[src/rtl/button_pkg.sv]
// button_pkg: shared types and constants for the push-button reader.
// The optional auto-repeat feature is enabled by defining BUTTON_REPEAT_EN.
package button_pkg;

    // Default timing for a 50 MHz CLOCK_50.
    localparam int unsigned DEF_DEBOUNCE_CYCLES   = 1_000_000;   // 20 ms
    localparam int unsigned DEF_LONG_PRESS_CYCLES = 50_000_000;  // 1 s
    localparam int unsigned DEF_REPEAT_CYCLES     = 10_000_000;  // 200 ms

    typedef enum logic [2:0] {
        IDLE        = 3'd0,
        DEB_PRESS   = 3'd1,
        HELD        = 3'd2,
        LONG_HELD   = 3'd3,
        DEB_RELEASE = 3'd4
    } btn_state_t;

    // Counter width for a counter that must hold values up to cycles-1,
    // with one spare bit of headroom.
    function automatic int cnt_width(input int unsigned cycles);
        return $clog2(cycles) + 1;
    endfunction

endpackage

[src/rtl/button_reader_if.sv]
// button_reader_if: raw pad input plus the clean event outputs of the reader.
// slave  = the reader itself, master = the pad / consumer side.
interface button_reader_if;

    logic BUTTON_IN;
    logic pressed;
    logic press_pulse;
    logic release_pulse;
    logic short_press;
    logic long_press;

    modport master (
        output BUTTON_IN,
        input  pressed,
        input  press_pulse,
        input  release_pulse,
        input  short_press,
        input  long_press
    );

    modport slave (
        input  BUTTON_IN,
        output pressed,
        output press_pulse,
        output release_pulse,
        output short_press,
        output long_press
    );

endinterface

[src/rtl/button_sync.sv]
// button_sync: two-flop synchronizer for the raw button pad, followed by
// polarity normalization so btn_act is 1 while the button is pressed.
// Reset loads the released pad level so no phantom press appears after reset.
module button_sync #(
    parameter bit ACTIVE_LOW = 1'b1
) (
    input  logic CLOCK_50,
    input  logic reset,
    input  logic BUTTON_IN,
    output logic btn_act
);

    localparam logic RELEASED_LEVEL = ACTIVE_LOW ? 1'b1 : 1'b0;

    logic sync_1;
    logic sync_2;

    // two-stage metastability filter on the asynchronous pad
    always_ff @(posedge CLOCK_50 or posedge reset) begin
        if (reset) begin
            sync_1 <= RELEASED_LEVEL;
            sync_2 <= RELEASED_LEVEL;
        end else begin
            sync_1 <= BUTTON_IN;
            sync_2 <= sync_1;
        end
    end

    assign btn_act = ACTIVE_LOW ? ~sync_2 : sync_2;

endmodule

[src/rtl/button_reader.sv]
// button_reader: synchronizes and debounces one push-button and emits
// single-cycle press / release / short / long event pulses.
// Define BUTTON_REPEAT_EN to re-fire press_pulse every REPEAT_CYCLES while
// the button stays in the long-hold state.
//
// state       | meaning
// ------------+------------------------------------------------------------
// IDLE        | released level accepted, waiting for btn_act
// DEB_PRESS   | btn_act seen, counting stable pressed cycles
// HELD        | press accepted, hold_cnt running towards long_press
// LONG_HELD   | long_press already issued for this press
// DEB_RELEASE | btn_act dropped, counting stable released cycles; a bounce
//             | returns to the origin state (HELD or LONG_HELD)
module button_reader
    import button_pkg::*;
#(
    parameter int unsigned DEBOUNCE_CYCLES   = DEF_DEBOUNCE_CYCLES,
    parameter int unsigned LONG_PRESS_CYCLES = DEF_LONG_PRESS_CYCLES,
    parameter bit          ACTIVE_LOW        = 1'b1
`ifdef BUTTON_REPEAT_EN
    ,
    parameter int unsigned REPEAT_CYCLES     = DEF_REPEAT_CYCLES
`endif
) (
    input  logic           CLOCK_50,
    input  logic           reset,
    button_reader_if.slave bus
);

    localparam int DEB_W  = cnt_width(DEBOUNCE_CYCLES);
    localparam int HOLD_W = cnt_width(LONG_PRESS_CYCLES);

    localparam logic [DEB_W-1:0]  DEB_LAST  = DEB_W'(DEBOUNCE_CYCLES - 1);
    localparam logic [HOLD_W-1:0] HOLD_LAST = HOLD_W'(LONG_PRESS_CYCLES - 1);

`ifdef BUTTON_REPEAT_EN
    localparam int REP_W = cnt_width(REPEAT_CYCLES);
    localparam logic [REP_W-1:0] REP_LAST = REP_W'(REPEAT_CYCLES - 1);
`endif

    logic btn_act;

    btn_state_t        state_q, state_d;
    logic              origin_long_q, origin_long_d;
    logic [DEB_W-1:0]  deb_cnt_q, deb_cnt_d, deb_inc;
    logic [HOLD_W-1:0] hold_cnt_q, hold_cnt_d;
`ifdef BUTTON_REPEAT_EN
    logic [REP_W-1:0]  rep_cnt_q, rep_cnt_d;
`endif

    logic pressed_q, pressed_d;
    logic press_pulse_q, press_pulse_d;
    logic release_pulse_q, release_pulse_d;
    logic short_press_q, short_press_d;
    logic long_press_q, long_press_d;

    button_sync #(
        .ACTIVE_LOW (ACTIVE_LOW)
    ) u_sync (
        .CLOCK_50  (CLOCK_50),
        .reset     (reset),
        .BUTTON_IN (bus.BUTTON_IN),
        .btn_act   (btn_act)
    );

    // The debounce compare looks at the incremented count so the IDLE cycle
    // that first saw btn_act counts towards the DEBOUNCE_CYCLES stable cycles.
    assign deb_inc = deb_cnt_q + DEB_W'(1);

    // next-state, counter and event decode
    always_comb begin
        state_d         = state_q;
        origin_long_d   = origin_long_q;
        deb_cnt_d       = deb_cnt_q;
        hold_cnt_d      = hold_cnt_q;
`ifdef BUTTON_REPEAT_EN
        rep_cnt_d       = rep_cnt_q;
`endif
        pressed_d       = pressed_q;
        press_pulse_d   = 1'b0;
        release_pulse_d = 1'b0;
        short_press_d   = 1'b0;
        long_press_d    = 1'b0;

        case (state_q)
            IDLE: begin
                pressed_d  = 1'b0;
                deb_cnt_d  = '0;
                hold_cnt_d = '0;
`ifdef BUTTON_REPEAT_EN
                rep_cnt_d  = '0;
`endif
                if (btn_act) begin
                    state_d = DEB_PRESS;
                end
            end

            DEB_PRESS: begin
                if (!btn_act) begin
                    state_d = IDLE;
                end else begin
                    deb_cnt_d = deb_inc;
                    if (deb_inc == DEB_LAST) begin
                        state_d       = HELD;
                        pressed_d     = 1'b1;
                        press_pulse_d = 1'b1;
                        hold_cnt_d    = '0;
                    end
                end
            end

            HELD: begin
                // Terminal count wins over a simultaneous drop of btn_act:
                // long_press fires and the release debounce remembers it.
                if (hold_cnt_q == HOLD_LAST) begin
                    state_d      = LONG_HELD;
                    long_press_d = 1'b1;
                end else begin
                    hold_cnt_d = hold_cnt_q + HOLD_W'(1);
                end
                if (!btn_act) begin
                    state_d       = DEB_RELEASE;
                    deb_cnt_d     = '0;
                    origin_long_d = (hold_cnt_q == HOLD_LAST);
                end
            end

            LONG_HELD: begin
`ifdef BUTTON_REPEAT_EN
                if (rep_cnt_q == REP_LAST) begin
                    press_pulse_d = 1'b1;
                    rep_cnt_d     = '0;
                end else begin
                    rep_cnt_d = rep_cnt_q + REP_W'(1);
                end
`endif
                if (!btn_act) begin
                    state_d       = DEB_RELEASE;
                    deb_cnt_d     = '0;
                    origin_long_d = 1'b1;
                end
            end

            DEB_RELEASE: begin
                if (btn_act) begin
                    state_d = origin_long_q ? LONG_HELD : HELD;
                end else begin
                    deb_cnt_d = deb_inc;
                    if (deb_inc == DEB_LAST) begin
                        state_d         = IDLE;
                        pressed_d       = 1'b0;
                        release_pulse_d = 1'b1;
                        short_press_d   = ~origin_long_q;
                        deb_cnt_d       = '0;
                        hold_cnt_d      = '0;
`ifdef BUTTON_REPEAT_EN
                        rep_cnt_d       = '0;
`endif
                    end
                end
            end

            default: begin
                state_d   = IDLE;
                pressed_d = 1'b0;
            end
        endcase
    end

    // state, counters and registered outputs
    always_ff @(posedge CLOCK_50 or posedge reset) begin
        if (reset) begin
            state_q         <= IDLE;
            origin_long_q   <= 1'b0;
            deb_cnt_q       <= '0;
            hold_cnt_q      <= '0;
`ifdef BUTTON_REPEAT_EN
            rep_cnt_q       <= '0;
`endif
            pressed_q       <= 1'b0;
            press_pulse_q   <= 1'b0;
            release_pulse_q <= 1'b0;
            short_press_q   <= 1'b0;
            long_press_q    <= 1'b0;
        end else begin
            state_q         <= state_d;
            origin_long_q   <= origin_long_d;
            deb_cnt_q       <= deb_cnt_d;
            hold_cnt_q      <= hold_cnt_d;
`ifdef BUTTON_REPEAT_EN
            rep_cnt_q       <= rep_cnt_d;
`endif
            pressed_q       <= pressed_d;
            press_pulse_q   <= press_pulse_d;
            release_pulse_q <= release_pulse_d;
            short_press_q   <= short_press_d;
            long_press_q    <= long_press_d;
        end
    end

    assign bus.pressed       = pressed_q;
    assign bus.press_pulse   = press_pulse_q;
    assign bus.release_pulse = release_pulse_q;
    assign bus.short_press   = short_press_q;
    assign bus.long_press    = long_press_q;

endmodule
[src/flat_wrapper.sv]
// flat-port wrapper written by rule: the top's interface ports become plain ports
module button_reader_flat import button_pkg::*;
#(
    parameter int unsigned DEBOUNCE_CYCLES   = DEF_DEBOUNCE_CYCLES,
    parameter int unsigned LONG_PRESS_CYCLES = DEF_LONG_PRESS_CYCLES,
    parameter bit          ACTIVE_LOW        = 1'b1

)
  (CLOCK_50, reset, bus_BUTTON_IN, bus_pressed, bus_press_pulse, bus_release_pulse, bus_short_press, bus_long_press);
  button_reader_if bus_i ();
  input  logic CLOCK_50;
  input  logic reset;
  input wire logic [$bits(bus_i.BUTTON_IN)-1:0] bus_BUTTON_IN;
  output wire logic [$bits(bus_i.pressed)-1:0] bus_pressed;
  output wire logic [$bits(bus_i.press_pulse)-1:0] bus_press_pulse;
  output wire logic [$bits(bus_i.release_pulse)-1:0] bus_release_pulse;
  output wire logic [$bits(bus_i.short_press)-1:0] bus_short_press;
  output wire logic [$bits(bus_i.long_press)-1:0] bus_long_press;
  assign bus_i.BUTTON_IN = bus_BUTTON_IN;
  assign bus_pressed = bus_i.pressed;
  assign bus_press_pulse = bus_i.press_pulse;
  assign bus_release_pulse = bus_i.release_pulse;
  assign bus_short_press = bus_i.short_press;
  assign bus_long_press = bus_i.long_press;
  button_reader #(.DEBOUNCE_CYCLES(DEBOUNCE_CYCLES), .LONG_PRESS_CYCLES(LONG_PRESS_CYCLES), .ACTIVE_LOW(ACTIVE_LOW)) u_core (.CLOCK_50(CLOCK_50), .reset(reset), .bus(bus_i));
endmodule
[config.mk]
export PLATFORM = sky130hd
export DESIGN_NAME = button_reader_flat
export DESIGN_NICKNAME = d
export VERILOG_FILES = /design/src/rtl/button_pkg.sv /design/src/rtl/button_reader_if.sv /design/src/rtl/button_sync.sv /design/src/rtl/button_reader.sv /design/src/flat_wrapper.sv
export SDC_FILE = /design/constraint.sdc
export NUM_CORES = 1
export LEC_CHECK = 0
export CAP_MARGIN = 10
export CORE_MARGIN = 1.5
export CORE_UTILIZATION = 55
export CTS_CLUSTER_DIAMETER = 60
export DETAILED_ROUTE_END_ITERATION = 10
export HOLD_SLACK_MARGIN = 0.08
export PLACE_DENSITY = 0.81
export SYNTH_ARGS = -nofsm -noshare
export SYNTH_HDL_FRONTEND = slang
export SYNTH_SLANG_ARGS = --single-unit
[constraint.sdc]
create_clock -name CLOCK_50 -period 2.7 [get_ports CLOCK_50]
set_input_delay 0.27 -clock CLOCK_50 [delete_from_list [all_inputs] [get_ports CLOCK_50]]
set_output_delay 0.27 -clock CLOCK_50 [all_outputs]
set_load 0.05 [all_outputs]
* After elaboration in Yosys (flattened, before gate mapping)
Cells that the tools add are included.
** Word-level totals
- Register bits :: 59
- Input bits :: 3
- Output and inout bits :: 5
- Word-level logic and storage cells :: 81
** Operators by class
- $add $sub $neg :: 2
- Equal/unequal tests :: 18
- Multiplexer cells :: 38
- Bitwise gates (word level) :: 2
- Reduce and logical (&&, ||, !) cells :: 10
** Operator list (count)
- $mux 27 :: 4
- $pmux 27 s4 :: 1
- $mux 21 :: 4
- $pmux 21 s4 :: 1
- $add 27x1->27 const B :: 1
- $eq 27x26->1 const B :: 1
- $mux 3 :: 8
- $add 21x1->21 const B :: 1
- $eq 21x20->1 const B :: 1
- $mux 1 :: 17
- $pmux 3 s5 :: 1
- $ne 2x2->1 const B :: 6
- $reduce_and 5->1 :: 2
- $ne 3x2->1 const B :: 3
- $reduce_and 4->1 :: 2
- $reduce_bool 4->1 :: 2
- $eq 3x2->1 const B :: 2
- $ne 2x1->1 const B :: 3
- $eq 3x1->1 const B :: 1
- $eq 3x3->1 const B :: 1
- $logic_not 3->1 :: 1
- $pmux 1 s3 :: 1
- $reduce_and 3->1 :: 1
- $not 1->1 :: 2
- 3 further kinds :: 3

* Depth between registers and ports, before layout
- Word-level depth :: 5
- Depth in mapped cells :: 11
- Mapped depth without buffers :: 10

* Modules after synthesis
Synthesis repeated with hierarchy kept, for this count alone.
** Second synthesis, totals
- Cell total of the unflattened synthesis :: 427
- Area, all modules :: 3711.1 um2
** Modules (own cells, without submodules)
- button_reader :: instances 1, cells each 423, area an instance 3651.0 um2, sequential area each 1426.4 um2
- button_sync :: instances 1, cells each 4, area an instance 60.1 um2, sequential area each 52.6 um2

* Worst setup path before layout
OpenSTA, ideal clock, no wires.
- Path type :: register -> register
- From :: register u_core.deb_cnt_q[2]
- To :: register u_core.hold_cnt_q[26]
- Library setup time :: 0.131 ns
- Arrival time :: 2.314 ns
- Data required time :: 2.569 ns
- Setup slack :: 0.256 ns
- Cell stages (with the launch flop) :: 10
- Path buffers :: 1
- Cell sequence :: dfrtp_1 -> buf_2 -> nand4_1 -> nor4_4 -> mux2i_1 -> a41oi_2 -> or3_1 -> a21o_1 -> a211oi_1 -> mux2i_1
** Between the ends
- Longest elaborated chain between the ends :: 5
- Elaborated cells between the ends (all ways) :: 6
- Those cells by class :: 1 x add/sub; 1 x eq/ne; 4 x mux
** RTL lines
- start: declaration :: RTL line button_reader.sv:45 : logic [DEB_W-1:0] deb_cnt_q, deb_cnt_d, deb_inc;
- start signal: assignment :: RTL line button_reader.sv:188 : deb_cnt_q <= deb_cnt_d;
- $add 21x1->21 (*) :: RTL line button_reader.sv:68 : assign deb_inc = deb_cnt_q + DEB_W'(1);
- $eq 21x20->1 (*) :: RTL line button_reader.sv:103, button_reader.sv:149
- $mux 27 (*)
- $mux 27, on equally long branches
- $pmux 27 s4 (*)
- end signal: assignment :: RTL line button_reader.sv:189 : hold_cnt_q <= hold_cnt_d;
- end: declaration :: RTL line button_reader.sv:46 : logic [HOLD_W-1:0] hold_cnt_q, hold_cnt_d;
Every way passes the cells marked *; elsewhere a longest branch is shown, timed or not. The select of a mux whose other input is x is not followed.
A chain may end at the register's enable or synchronous reset.

* Final worst setup path
- From :: register u_core.deb_cnt_q[0]
- To :: register u_core.hold_cnt_q[16]
The elaborated chain is that of the path after synthesis.

==> impl_metrics.toml <==
[sta]
timing.fmax_mhz = 362
tightest_slew_ns = 1.02
final_hold_viol_count = 0
setup_ws_ns = -0.0628
fin_skew_ns = 0.00777
period_share_pct = 102
finalSetupViolCount = 27
slew_violations = 0
layout_min_cycle_time_ns = 2.76
rsz0062_at_grt = "yes"
maxSlewHeadroom_pct = 31.1

[power]
vdd_drop_max_v = 0.000376
leakage_nw = 1.83
totalPowerFinal_mw = 2.04
power-per-cell-area_mw_per_mm2 = 471

[clock_tree]
clock_latency_ns = 0.35
clk_pin_slew_ns = 0.07
ctsHtreeMaxLevel = 3
numCtsBuffers = 9
cts_buffer_depth = 2
clock-root-buffer = "clkbuf_8"
cts_tree = "yes"
clock-sinks = 59

[floorplanning]
core_sq_mm = 0.00631
start_util_pct = 56.5
die_w_um = 83.5
die_h_um = 83.5
dieArea_sq_mm = 0.00698
std_cell_rows = 29
boundaryPins = 8

[yosys]
ys_async_sr_fraction_pct = 100
avgSynthCellArea_sq_um = 8.45
synthFlopType = "dfrtp_1"
synthesis.area_sq_mm = 0.00357
netlist_instances = 422
synth_warnings = 0
synth_seq_area_share_pct = 41.5
synth-edff-count = 0
yosysUniqueCellTypes = 58
synth_fp_nets = 428
synth.ff_latch_count = 59

[critical_path]
critPathLaunchType = "flop"
critPathCaptureType = "flop"
cp.arrival_ns = 2.99
crit_path_max_fanout = 12
worstPathRequired_ns = 2.93
path_class = "reg2reg"

[global_routing]
grtUsageTotal_pct = 24.9
first_global_vias = 2959
globalRouteOverflowTotal = 0
grt_pass1_wl_mm = 14.1
antenna_found_initial = 0
grt_max_degree = 28

[final_layout]
fin_nets = 463
largest_reg_flops = 27
fin_area_sq_mm = 0.00433
diodes = 0
layout-drive-gt1-share_pct = 19.3
syn2layout_area_growth_pct = 21.3
top_regs = "u_core.hold_cnt_q: 27 flops, u_core.deb_cnt_q: 21 flops, u_core.state_q: 3 flops"
fin_util_pct = 68.5
fillers = 457
regMostFlops = "u_core.hold_cnt_q"

[drt]
wirelength_mm = 9.60
via_count = 3505
wl_per_cell_um = 17.8
antenna_left = 0
drtPass1Iterations = 8
drc = 0
avgViaCountPerCell = 6.50
drt_iter0_markers = 339

[run]
drv_cap = 0

[placed_design]
hpwl_mm = 5.51
portBuffers = 7
place_congestion = 0.883
place_area_sq_mm = 0.00381
place_ws_ns = -0.272

[status]
failed_checks = "setup timing"
outcome = "finished, violations left"

[min_path]
hold_path.class = "in2async"
-- path summary, 6_finish.rpt --
| check | cells after the start | from | end | slack (ns) |
|---|---|---|---|---|
| worst max register to register | 13 | u_core.deb_cnt_q[0] | u_core.hold_cnt_q[16] | -0.06 |
| min in group CLOCK_50 | 1 | bus_BUTTON_IN | u_core.u_sync.sync_1 | 0.33 |
| worst min-delay path | 2 | reset | u_core.hold_cnt_q[12] | 0.26 |
| worst min register to register | 0 | u_core.u_sync.sync_1 | u_core.u_sync.sync_2 | 0.36 |
| max in group asynchronous | 3 | reset | u_core.deb_cnt_q[11] | 1.76 |
| worst max-delay path | 13 | u_core.deb_cnt_q[0] | u_core.hold_cnt_q[16] | -0.06 |
-- where the power goes --
part           internal, mW  total [mW]  switching [mW]
Sequential            0.891       0.899         0.00870
Combinational        0.0433       0.116          0.0729
Clock                 0.639        1.02           0.383
-- cell families after synthesis --
| kind of cell | count (synthesis) | synth area share (%) |
|---|---|---|
| xor gates and xnor gates | 7 | 1.72 |
| muxes | 6 | 1.75 |
| DFF | 59 | 41.5 |
| buffers and inverters | 30 | 4.07 |
| adders and majority gates | 3 | 1.05 |
| AOI/OAI and AO/OA | 130 | 22.4 |
| and+or+nand+nor | 187 | 27.6 |
-- cells in the final DEF, fill, tap and decap left out, types with 3 or more instances in the layout --
cell type,count
or2_2,3
xor2_1,3
nand4_1,10
bufinv_16,3
nor2_4,3
or3_1,5
a21oi_1,14
clkbuf_8,10
o31ai_1,15
o21ai_1,38
o211ai_1,3
and2_1,12
o21ai_2,4
clkdlybuf4s50_1,7
o21ai_0,27
and3_1,11
nor4_4,3
dfrtp_1,56
nand3_1,13
nand2_1,52
a31oi_1,12
nor3b_1,3
xnor2_1,3
nor2_1,45
inv_1,7
nor3_1,5
buf_4,34
nor2b_1,5
-- what timing repair did --
item | CTS | global route
setup buffers | 4 | 7
resized for setup | 5 | 39
pin swaps | 1 | 18
endpoints found under the hold margin | 0 | 0
hold buffers | 0 | 0
setup endpoints to repair | 26 | 42
cloned | 0 | 3
-- cells in the mapped netlist, types with 5 or more instances --
library cell | count | area, sq um
nor2b_1 | 5 | 31.3
nand2_1 | 52 | 195
nor3_1 | 7 | 35.0
o21ai_0 | 44 | 220
a21oi_1 | 14 | 70.1
o31ai_1 | 16 | 120
nand3_1 | 13 | 65.1
a31oi_1 | 12 | 75.1
and2_1 | 12 | 75.1
nor2_1 | 46 | 173
o21ai_1 | 25 | 125
nand4_1 | 10 | 62.6
dfrtp_1 | 57 | 1430
buf_2 | 5 | 25.0
and3_1 | 11 | 68.8
clkbuf_1 | 11 | 41.3
inv_1 | 9 | 33.8
or3_1 | 6 | 37.5
-- layout make-up --
class	count	area [sq um]	area share [%]
Clock buffer	10	138	3.18
Clock inverter	6	113	2.60
Inverter	9	33.8	0.781
Multi-Input combinational cell	335	2090	48.4
Sequential cell	59	1480	34.2
Tap cell	77	96.3	2.23
Timing Repair Buffer	43	370	8.56
-- worst max-delay path, stage by stage (launching register included) --
cell and delay [ns]:
dfrtp_1 0.40, buf_4 0.16, inv_2 0.06, ha_4 0.14, nand4b_1 0.13, or3_1 0.37
nor3_2 0.14, o211ai_1 0.21, buf_4 0.21, nor4b_4 0.27, buf_4 0.17, nor2_4 0.08
o21ai_0 0.21, o21ai_0 0.10
-- per-layer routing --
metal | global-route usage [%] | part of all wire, % | wire (um)
met5 | 0 | 0 | 0
met1 | 36.6 | 44 | 4180
met2 | 36.5 | 46 | 4370
met4 | 8.79 | 3.9 | 370
met3 | 5.44 | 7.0 | 675
-- per-stage QoR --
| stage | cells | TNS, ns | hold slack [ns] |
|---|---|---|---|
| CTS | 529 | 0 | 0.282 |
| global route | 539 | -3.56 | 0.314 |
| detailed placement | 509 | -5.19 | 0.348 |
| floorplan | 422 | 0 | 0.274 |
| finish | 539 | -0.827 | 0.255 |
| global placement | 509 | -0.991 | 0.348 |
Note: power is estimated with default switching activity, not from simulation.
